$ cat config.mk
export PLATFORM = sky130hd
export DESIGN_NAME = branch_predictor
export DESIGN_NICKNAME = d
export VERILOG_FILES = /design/src/rtl/branch_predictor.sv
export SDC_FILE = /design/constraint.sdc
export NUM_CORES = 2
export LEC_CHECK = 0
export ABC_AREA = 1
export CAP_MARGIN = 25
export CELL_PAD_IN_SITES_DETAIL_PLACEMENT = 1
export CELL_PAD_IN_SITES_GLOBAL_PLACEMENT = 1
export CORE_MARGIN = 5
export CORE_UTILIZATION = 40
export DETAILED_ROUTE_END_ITERATION = 12
export HOLD_SLACK_MARGIN = 0.1
export PLACE_DENSITY = 0.73
export RECOVER_POWER = 25
export SYNTH_ARGS = -nofsm -noshare
export SYNTH_HDL_FRONTEND = slang
export SYNTH_SLANG_ARGS = --single-unit
$ cat constraint.sdc
create_clock -name clk -period 4.49 [get_ports clk]
set_input_delay 0.6735 -clock clk [delete_from_list [all_inputs] [get_ports clk]]
set_output_delay 0.6735 -clock clk [all_outputs]
set_load 0.03 [all_outputs]
$ cat src/rtl/branch_predictor.sv
`default_nettype none
// ============================================================================
// Module      : branch_predictor
// Description : Fetch-stage predictor. A table of 2-bit saturating counters
//               predicts B-type branches, a direct-mapped jump target table
//               predicts jalr targets, and two saturating performance counters
//               track resolved branches and mispredict flushes.
// Revision    : 1.0 - initial release
// ============================================================================
module branch_predictor #(
    parameter int BHT_ENTRIES = 64,
    parameter int JTB_ENTRIES = 16
) (
    input  logic        clk,
    input  logic        rst_n,
    input  logic [31:0] if_pc,
    output logic        B_type_prediction_result,
    output logic [31:0] jalr_jump_pc,
    output logic        jalr_pred_hit,
    input  logic        ex_valid,
    input  logic [31:0] ex_pc,
    input  logic        ex_B_type,
    input  logic        ex_taken,
    input  logic        ex_jalr,
    input  logic [31:0] ex_jalr_pc_actual,
    input  logic        PL_flush,
    output logic [31:0] br_cnt,
    output logic [31:0] flush_cnt
);

    localparam int c_BI = $clog2(BHT_ENTRIES);
    localparam int c_JI = $clog2(JTB_ENTRIES);
    localparam int c_TW = 30 - c_JI;

    logic [c_BI-1:0] w_if_bi;
    logic [c_BI-1:0] w_ex_bi;
    logic [c_JI-1:0] w_if_ji;
    logic [c_JI-1:0] w_ex_ji;
    logic            w_bht_upd;
    logic            w_jtb_upd;
    logic [1:0]      w_bht_cur;
    logic [1:0]      w_bht_next;
    logic            w_jtb_hit;
    logic            w_unused;

    logic [1:0]      w_bht_q     [BHT_ENTRIES];
    logic            w_jtb_valid [JTB_ENTRIES];
    logic [c_TW-1:0] w_jtb_tag   [JTB_ENTRIES];
    logic [31:0]     w_jtb_tgt   [JTB_ENTRIES];

    logic [31:0]     r_br_cnt;
    logic [31:0]     r_flush_cnt;

    assign w_if_bi   = if_pc[c_BI+1:2];
    assign w_ex_bi   = ex_pc[c_BI+1:2];
    assign w_if_ji   = if_pc[c_JI+1:2];
    assign w_ex_ji   = ex_pc[c_JI+1:2];
    assign w_bht_upd = ex_valid && ex_B_type;
    assign w_jtb_upd = ex_valid && ex_jalr;

    // Low PC bits and target bit 0 carry no information for the tables.
    assign w_unused = &{1'b0, ex_pc[1:0], ex_jalr_pc_actual[0]};

    always_comb begin
        w_bht_cur  = w_bht_q[w_ex_bi];
        w_bht_next = w_bht_cur;
        if (ex_taken) begin
            if (w_bht_cur != 2'd3) w_bht_next = w_bht_cur + 2'd1;
        end else begin
            if (w_bht_cur != 2'd0) w_bht_next = w_bht_cur - 2'd1;
        end
    end

    for (genvar g = 0; g < BHT_ENTRIES; g++) begin : g_bht
        localparam logic [c_BI-1:0] c_IDX = c_BI'(g);
        logic [1:0] r_cnt;

        always_ff @(posedge clk) begin
            if (!rst_n) begin
                r_cnt <= 2'd1;
            end else if (w_bht_upd && (w_ex_bi == c_IDX)) begin
                r_cnt <= w_bht_next;
            end
        end

        assign w_bht_q[g] = r_cnt;
    end

    for (genvar g = 0; g < JTB_ENTRIES; g++) begin : g_jtb
        localparam logic [c_JI-1:0] c_IDX = c_JI'(g);
        logic            r_valid;
        logic [c_TW-1:0] r_tag;
        logic [31:0]     r_target;

        // A tag conflict simply overwrites the resident entry.
        always_ff @(posedge clk) begin
            if (!rst_n) begin
                r_valid <= 1'b0;
            end else if (w_jtb_upd && (w_ex_ji == c_IDX)) begin
                r_valid  <= 1'b1;
                r_tag    <= ex_pc[31:c_JI+2];
                r_target <= {ex_jalr_pc_actual[31:1], 1'b0};
            end
        end

        assign w_jtb_valid[g] = r_valid;
        assign w_jtb_tag[g]   = r_tag;
        assign w_jtb_tgt[g]   = r_target;
    end

    assign w_jtb_hit = w_jtb_valid[w_if_ji] && (w_jtb_tag[w_if_ji] == if_pc[31:c_JI+2]);

    assign B_type_prediction_result = w_bht_q[w_if_bi][1];
    assign jalr_pred_hit            = w_jtb_hit;
    assign jalr_jump_pc             = w_jtb_hit ? w_jtb_tgt[w_if_ji] : (if_pc + 32'd4);

    always_ff @(posedge clk) begin
        if (!rst_n) begin
            r_br_cnt    <= 32'd0;
            r_flush_cnt <= 32'd0;
        end else begin
            if (ex_valid && (ex_B_type || ex_jalr) && (r_br_cnt != 32'hFFFF_FFFF)) begin
                r_br_cnt <= r_br_cnt + 32'd1;
            end
            if (PL_flush && (r_flush_cnt != 32'hFFFF_FFFF)) begin
                r_flush_cnt <= r_flush_cnt + 32'd1;
            end
        end
    end

    assign br_cnt    = r_br_cnt;
    assign flush_cnt = r_flush_cnt;

endmodule
`default_nettype wire

## Word level (Yosys, flattened, before mapping)

Index checks and enable logic that the tools add are counted.

- Register bits after elaboration: 1,120
- Logic and storage cells: 332
- Output and inout port bits: 98
- Bits of input ports: 103

- Reduce and logical (&&, ||, !) cells: 106
- Add/sub/neg operators: 5
- Mux-type cells: 19
- Bitwise operators: 3
- Eq/ne operators: 82
- Magnitude comparators: 3

Operators with widths:

| cell | count |
|---|---|
| $eq A6 B6 Y1 const B | 32 |
| $bmux W32 S4 | 1 |
| $bmux W26 S4 | 1 |
| $eq A6 B5 Y1 const B | 16 |
| $mux W32 | 3 |
| $logic_and A1 B1 Y1 | 86 |
| $add A32 B1 Y32 const B | 2 |
| $ne A32 B32 Y1 const B | 2 |
| $mux W26 | 2 |
| $eq A6 B4 Y1 const B | 8 |
| $add A32 B3 Y32 const B | 1 |
| $eq A4 B4 Y1 const B | 8 |
| $reduce_and A2 Y1 | 16 |
| $eq A26 B26 Y1 | 1 |
| $bmux W2 S6 | 2 |
| $eq A6 B3 Y1 const B | 4 |
| $eq A4 B3 Y1 const B | 4 |
| $ge A7 B7 Y1 const B | 2 |
| $mux W2 | 7 |
| $not A6 Y7 | 2 |
| $eq A6 B2 Y1 const B | 2 |
| $eq A4 B2 Y1 const B | 2 |
| $eq A6 B1 Y1 const B | 1 |
| $logic_not A6 Y1 | 1 |
| 11 further kinds | 12 |

## Logic depth before layout (Yosys ltp)

- Word-level depth: 7
- Depth in mapped cells: 22
- Gate-level depth less buffers: 19

## Worst setup path after synthesis

No wires, ideal clock.

- Kind: in2reg
- From: input ex_pc[2]
- To: register g_jtb[12].r_tag[0], enable pin
- Arrival: 3.818 ns
- Path slack: 0.200 ns
- Required time: 4.018 ns
- Cell stages on the path: 6
- Cells stage by stage: nor2_1 -> clkbuf_1 -> inv_1 -> nor2_1 -> inv_1 -> nor2_1

- Word-level cells in the longest chain between the ends: 3

RTL lines:

| element | RTL line | RTL |
|---|---|---|
| start: declaration | 21 | `input logic [31:0] ex_pc,` |
| $eq A4 B4 Y1 | 99 | `end else if (w_jtb_upd && (w_ex_ji == c_IDX)) begin` |
| $logic_and A1 B1 Y1 | 99 |  |
| $reduce_and A2 Y1 (no line) | - |  |
| end signal: assignment | 101 | `r_tag <= ex_pc[31:c_JI+2];` |
| end: declaration | 92 | `logic [c_TW-1:0] r_tag;` |

Every way passes these cells.
A chain may end at the register's enable or synchronous reset.

## Final worst setup path

- From: input if_pc[2]
- To: output jalr_jump_pc[24]

- Word-level cells in the longest chain between the ends: 7
- Elaborated cells on any way between the ends: 14
- Classes of those cells: add/sub: 1; eq/ne: 1; mux: 10; bitwise: 1; reduce/logical: 1

RTL lines:

| element | RTL line | RTL |
|---|---|---|
| start: declaration | 16 | `input logic [31:0] if_pc,` |
| $not A4 Y5 (implied by the code) | 111, 115 |  |
| $bmux W26 S4 | 111 | `assign w_jtb_hit = w_jtb_valid[w_if_ji] && (w_jtb_tag[w_if_ji] == if_pc[31:c_JI+2]);` |
| $mux W26 (implied by the code) (2 in series) | 111 |  |
| $eq A26 B26 Y1 | 111 |  |
| $logic_and A1 B1 Y1 | 111 |  |
| $mux W32 * | 115 | `assign jalr_jump_pc = w_jtb_hit ? w_jtb_tgt[w_if_ji] : (if_pc + 32'd4);` |
| end: declaration | 18 | `output logic [31:0] jalr_jump_pc,` |

Every way passes the cells marked *; elsewhere a longest branch is shown, timed or not. The select of a mux whose other input is x is not followed.

==> impl_metrics.py <==
metrics = {
    "floorplan": {
        "rows": 128,
        "die_width_um": 359,
        "coreArea_mm2": 0.121,
        "die_height_um": 359,
        "io_pins": 201,
        "start_util_pct": 40.1,
        "dieArea_mm2": 0.129,
    },
    "route": {
        "ant_nets": 0,
        "drt_first_pass_iters": 5,
        "route.detailed.drc": 0,
        "routedWlPerCell_um": 23.6,
        "drt_iter0_markers": 3237,
        "wl_mm": 162,
        "via_count": 38048,
        "vias_per_cell": 5.53,
    },
    "sta": {
        "setup_violations": 0,
        "fin_worst_skew_ps": 31.4,
        "tns_ps": 0,
        "slew_violations": 0,
        "fin_crit_ps": 4340,
        "period_share_pct": 96.8,
        "relSlewSlack_pct": 28.8,
        "hold_viol_final": 0,
        "max_freq_mhz": 230,
        "worst_pin_slew_ps": 1070,
        "rsz0062_at_grt": "no",
    },
    "grt": {
        "overflow": 0,
        "track_usage_pct": 24.9,
        "antenna_found_initial": 26,
        "grt_pass1_vias": 39093,
        "grt_max_degree": 114,
        "grt_pass1_wl_mm": 243,
    },
    "synth": {
        "ys_ff_latch": 1120,
        "ys.flop_type": "edfxtp_1",
        "synth_edf_count": 912,
        "synth_top_area_share_pct": 56.3,
        "synthArstFlopShare_pct": 0,
        "synth_top_area_cell": "edfxtp_1",
        "synth.area.top_cells": "edfxtp_1 (56%), nand2_1 (8.9%), dfxtp_1 (8.6%), nor2_1 (4.9%), o21ai_0 (4.7%)",
        "syn_inst": 4947,
        "syn-num-nets": 5053,
        "seq_area_frac_synth_pct": 64.9,
        "syn_avg_cell_area_um2": 9.83,
        "synth_cell_types": 42,
        "synth_area_mm2": 0.0486,
        "synth_warnings": 0,
    },
    "critical_path": {
        "crit_arrival_ps": 3670,
        "cp-start-kind": "input pin",
        "path_delay_family": "simple AND/OR/NAND/NOR gates",
        "critPathKind": "in2out",
        "end_kind": "output pin",
        "cp_cell_sequence": "buf_8 -> buf_12 -> nand2_1 -> nand2_1 -> nand2_1 -> nand3_1 -> nand3_1 -> nand3_1 -> nand2_1 -> nor2_1 -> nand2_1 -> nor2_1 -> nand2_1 -> nor2_4 -> buf_12 -> buf_12 -> nor2_1 -> nor2_1 -> buf_4 -> buf_12",
        "crit_top_cell": "nand2_1",
        "reg2reg_slack_ps": 1680,
        "cp_slowest_cell": "buf_12",
        "crit_buf_inv": 6,
        "crit_required_ps": 3820,
        "max_stage_delay_ps": 380,
        "crit_path_max_fanout": 113,
    },
    "cells_and_area": {
        "layout.nets": 5256,
        "area_delta_synth_final_pct": 17.7,
        "final_util_pct": 47.2,
        "fillerInstances": 13412,
        "drive_above_1_share_pct": 7.41,
        "mostFrequentLayoutCell": "nand2_1",
        "mostFrequentLayoutCells": "nand2_1 (1157), edfxtp_1 (912), nor2_1 (613)",
    },
    "pwr": {
        "p_leak_nw": 20.9,
        "powerDensity_mw_per_mm2": 397,
        "totalPowerFinal_mw": 22.7,
        "vdd_drop_max_mv": 0.345,
    },
    "placed_design": {
        "dp_hpwl_mm": 99.7,
        "port_buffers": 197,
        "gp_congestion": 0.884,
    },
    "clock_tree": {
        "htreeDepth": 3,
        "clk_pin_slew_ps": 60,
        "hold_buffers": 0,
        "clock_path_buffers": 3,
        "cts_made_buffers": 118,
        "worstSkewPairLatency_ps": 720,
        "cts_tree": "yes",
        "ctsRootBufferMaster": "clkbuf_16",
        "cts_sinks": 1120,
    },
    "hold_path": {
        "min-delay-path-class": "in2reg",
    },
    "flow_run": {
        "cap_violations": 0,
    },
    "status": {
        "status": "complete, no violations",
    },
}
==> cells by family after synthesis <==
logic type      count (synthesis)  synth area share (%)
compound gates                873                  10.1
simple gates                 2186                  18.1
buf+inv                       729                  6.20
flops                        1120                  64.9
xor+xnor                       36                 0.648
fa+ha+maj                       3                0.0772
==> worst reg2reg max path, cell delays in order, from the launching register on <==
cell and delay (ps):
dfxtp_1 410, inv_1 110, nor3_1 240, nand2_1 100, nor3_1 300, nand3_1 110
nand2_1 300, inv_1 350, nand2_1 250, nor2_1 90, nand2_1 150, nor2_1 90
nand2_1 60, nand2_1 50, a21oi_1 130
==> per-layer routing <==
metal / wire length (um) / part of all wire, % / up-vias / track usage (%)
li1: - / - / 17219 / -
met5: 53 / 0.033 / - / 0
met2: 79800 / 49 / 1241 / 43.2
met4: 4940 / 3.0 / 8 / 7.63
met3: 10600 / 6.5 / 295 / 4.15
met1: 67100 / 41 / 19285 / 32.1
==> registers in the layout, summed over array words and instances (netlist names) <==
name / cells
br_cnt: 32
flush_cnt: 32
g_bht.r_cnt: 128
g_jtb.r_tag: 416
g_jtb.r_target: 496
g_jtb.r_valid: 16
==> report_power, final <==
| part | total [mW] | internal (mW) | switching, mW |
|---|---|---|---|
| combinational | 1.73 | 0.513 | 1.22 |
| sequential | 11.3 | 11.3 | 0.0221 |
| clock | 9.70 | 5.51 | 4.19 |
| total | 22.7 | 17.3 | 5.43 |
==> what timing repair did <==
action / in CTS / in global routing
setup endpoints to repair: 0 / 24
setup buffers: 0 / 1
resized for setup: 0 / 5
==> area by class of cell <==
cell class	count	area, um2	share of cell area [%]
Multi-Input combinational cell	3098	14200	24.8
Inverter	471	1790	3.12
Clock buffer	151	3140	5.48
Clock inverter	69	698	1.22
Timing Repair Buffer	341	3810	6.66
Sequential cell	1120	31600	55.1
Antenna cell	10	25.0	0.0437
Tap cell	1625	2030	3.55
==> Yosys cell counts (53+ instances only) <==
cell	n
nor2_1	632
buf_2	63
a21oi_1	163
o221ai_1	53
dfxtp_1	208
nand3_1	304
nand2_1	1159
inv_1	456
o22ai_1	96
edfxtp_1	912
o21ai_0	459
clkbuf_1	148
a22oi_1	53
==> stage by stage <==
stage / std cells / setup slack [ps] / cell area [um2] / hold slack (ps)
floorplan: 4947 / 200 / 48600 / 420
global placement: 6654 / 99.7 / 53400 / 431
detailed placement: 6654 / 40.8 / 53400 / 442
CTS: 6874 / 25.9 / 57200 / 333
global route: 6882 / 1.69 / 57300 / 365
finish: 6885 / 145 / 57300 / 386
==> worst paths after layout <==
kind / start / endpoint / cells past startpoint
hold / removal: rst_n / flush_cnt[28]$_SDFFE_PN0P_ / 3
setup / recovery: if_pc[2] / jalr_jump_pc[24] / 20
hold reg to reg: g_jtb[6].r_valid$_SDFFE_PN0P_ / g_jtb[6].r_valid$_SDFFE_PN0P_ / 2
setup reg to reg: flush_cnt[23]$_SDFFE_PN0P_ / flush_cnt[26]$_SDFFE_PN0P_ / 14
Note: power is estimated with default switching activity, not from simulation.
==> patch (same flow settings) <==
Change the parameter `BHT_ENTRIES` from 64 to 128.
--- a/src/rtl/branch_predictor.sv
+++ b/src/rtl/branch_predictor.sv
@@ -10,3 +10,3 @@
 module branch_predictor #(
-    parameter int BHT_ENTRIES = 64,
+    parameter int BHT_ENTRIES = 128,
     parameter int JTB_ENTRIES = 16
Function: not settled (the Yosys comparison gave no result); the edit may change what the design does.
==> patch against the original RTL <==
Cell count up 19%; design area grew 13%; critical endpoint is now jalr_jump_pc[15]; synthesized area grew 14%; highest routed layer unchanged; non-clock buffer count grew 26; critical path type unchanged; total power is 14% higher; largest power group unchanged; wire length grew 19%; setup slack worse by 0.0064 ns; sequential cell count grew 128; sequential share of layout area decreased by 2.6 points; count of clock-buffer cells in the layout rose by 37.
==> patch: results (changes against the original RTL) <==
Port Buf Inserts: 197 (unchanged)
FILL cells: 15.7k (+17%)
unique cell type count in the Yosys netlist: 45 (+7.1%)
commonest cells in the synthesized netlist: 1598 x nand2_1, 912 x edfxtp_1, 836 x nor2_1, 576 x o21ai_0, 509 x inv_1
via count: 45.8k (+20%)
top layer in use: met5
Layout Skew: 0.0353 ns (+0.00396 ns)
DP Area: 60400 µm² (+13%)
sequential share of the synthesized area: 0.614 (-0.0349)
Post-Synth XOR/XNOR Area: 0.00662 (+0.000136)
maximum VDD drop: 0.000346 V (+0.14%)
H-tree Lvls: 4 (+1)
post-synthesis compound-gate area fraction: 0.108 (+0.00693)
reg-to-reg slack, setup: 1.39 ns (-0.29 ns)
CP max stage delay: 0.63 ns (+0.25 ns)
vias in the first global route: 46.9k (+20%)
critical path peak fanout: 34 (-70%)
Worst Path Arrival: 3.68 ns (about the same)
gp weighted congestion: 0.898 (+1.6%)
Metal-1 WL: 80200 µm (+19%)
met3 usage: 0.0472 (+0.00573)
Crit. Startpoint: if_pc[5]
post-detail-place hpwl: 118000 µm (+19%)
later-pin clock latency in the skew report: 0.80 ns (+0.08 ns)
Post-Route WL: 193000 µm (+19%)
Critical R2R Capture: br_cnt[19]
Slew headroom: 0.0748 (-0.213)
post-synthesis net count: 6231 (+23%)
met2 Use GR: 0.436 (+0.00474)
gr usage total: 0.257 (+0.00805)
initial antenna violation count: 18 (-31%)
Leak: 0.0245 µW (+17%)
largest net degree at the start of global routing: 145 (+27%)
Final nets: 6401 (+22%)
CTS Buf Count: 139 (+18%)
biggest regs: g_jtb.r_target: 496 flops, g_jtb.r_tag: 416 flops, g_bht.r_cnt: 256 flops
area share of fa/ha/maj cells after synthesis: 0.000675 (-0.0000964)
Crit-path slowest cell: clkdlybuf4s50_1
metal2 WL: 93000 µm (+16%)
Worst Hold End: br_cnt[5]
Synth area leaders: edfxtp_1 49%, dfxtp_1 12%, nand2_1 11%
Post-CTS Setup Inserts: 0 (unchanged)
WL met3: 13000 µm (+22%)
Global Route met1 Usage: 0.329 (+0.00888)
first-pass GRT wire length: 289000 µm (+19%)
share of cells above drive strength 1: 0.0700 (-0.00412)
post-CTS sizing: 0 (unchanged)
1st-iter DRT viols: 3540 (+9.4%)
status: complete, no violations
Worst Reg2Reg Path Length in Cells: 14 (unchanged)
reg-to-reg critical path startpoint: br_cnt[0]
patch: worst max-delay path: cells and delay by family:
family                 cells  cell delay (ns)
AO/OA/AOI/OAI              1             0.16
AND/OR/NAND/NOR           11             1.35
buffers and inverters      6             1.43
patch: logic make-up after synthesis:
family | Yosys count
flip-flops | 1248
buffers and inverters | 865
AND/OR/NAND/NOR | 2857
AO/OA/AOI/OAI | 1110
adder cells (fa/ha/maj) | 3
XOR/XNOR | 42
patch: how the worst max path moves through the flow:
stage | slack (ns) | endpoint | cells after the start
CTS | 0.05 | jalr_jump_pc[16] | 18
floorplan | 0.03 | g_jtb[7].r_tag[0] | 7
global placement | 0.14 | jalr_jump_pc[0] | 16
global route | 0.006 | jalr_jump_pc[15] | 18
detailed placement | 0.05 | jalr_jump_pc[15] | 18
finish | 0.14 | jalr_jump_pc[15] | 18
patch: area by class of cell:
cell class	count	area, µm²	share of cell area
flip-flops and latches	1248	34100	0.525
diodes	5	12.5	0.000193
clock buffers	188	3780	0.0583
well taps	1794	2240	0.0345
clock inverters	60	733	0.0113
multi-input cells	4012	17900	0.276
repair buffers	367	4140	0.0637
inverters	527	2010	0.0310
patch: report_power, final:
group / internal, µW / total, µW / leakage [µW] / switching, µW
clock: 6510 / 11400 / 0.00218 / 4920
sequential: 12400 / 12400 / 0.0109 / 21.9
combinational: 569 / 2060 / 0.0114 / 1490
total: 19500 / 25900 / 0.0245 / 6430
patch: through the flow:
step                setup slack [ns]  std cells  total power, µW  hold slack (ns)
floorplan                     0.0255       6125            13800            0.420
global placement               0.138       7948            14700            0.441
detailed placement            0.0535       7948            14700            0.451
CTS                           0.0452       8196            26100            0.344
global route                 0.00551       8198            26800            0.384
finish                         0.139       8201            25900            0.403
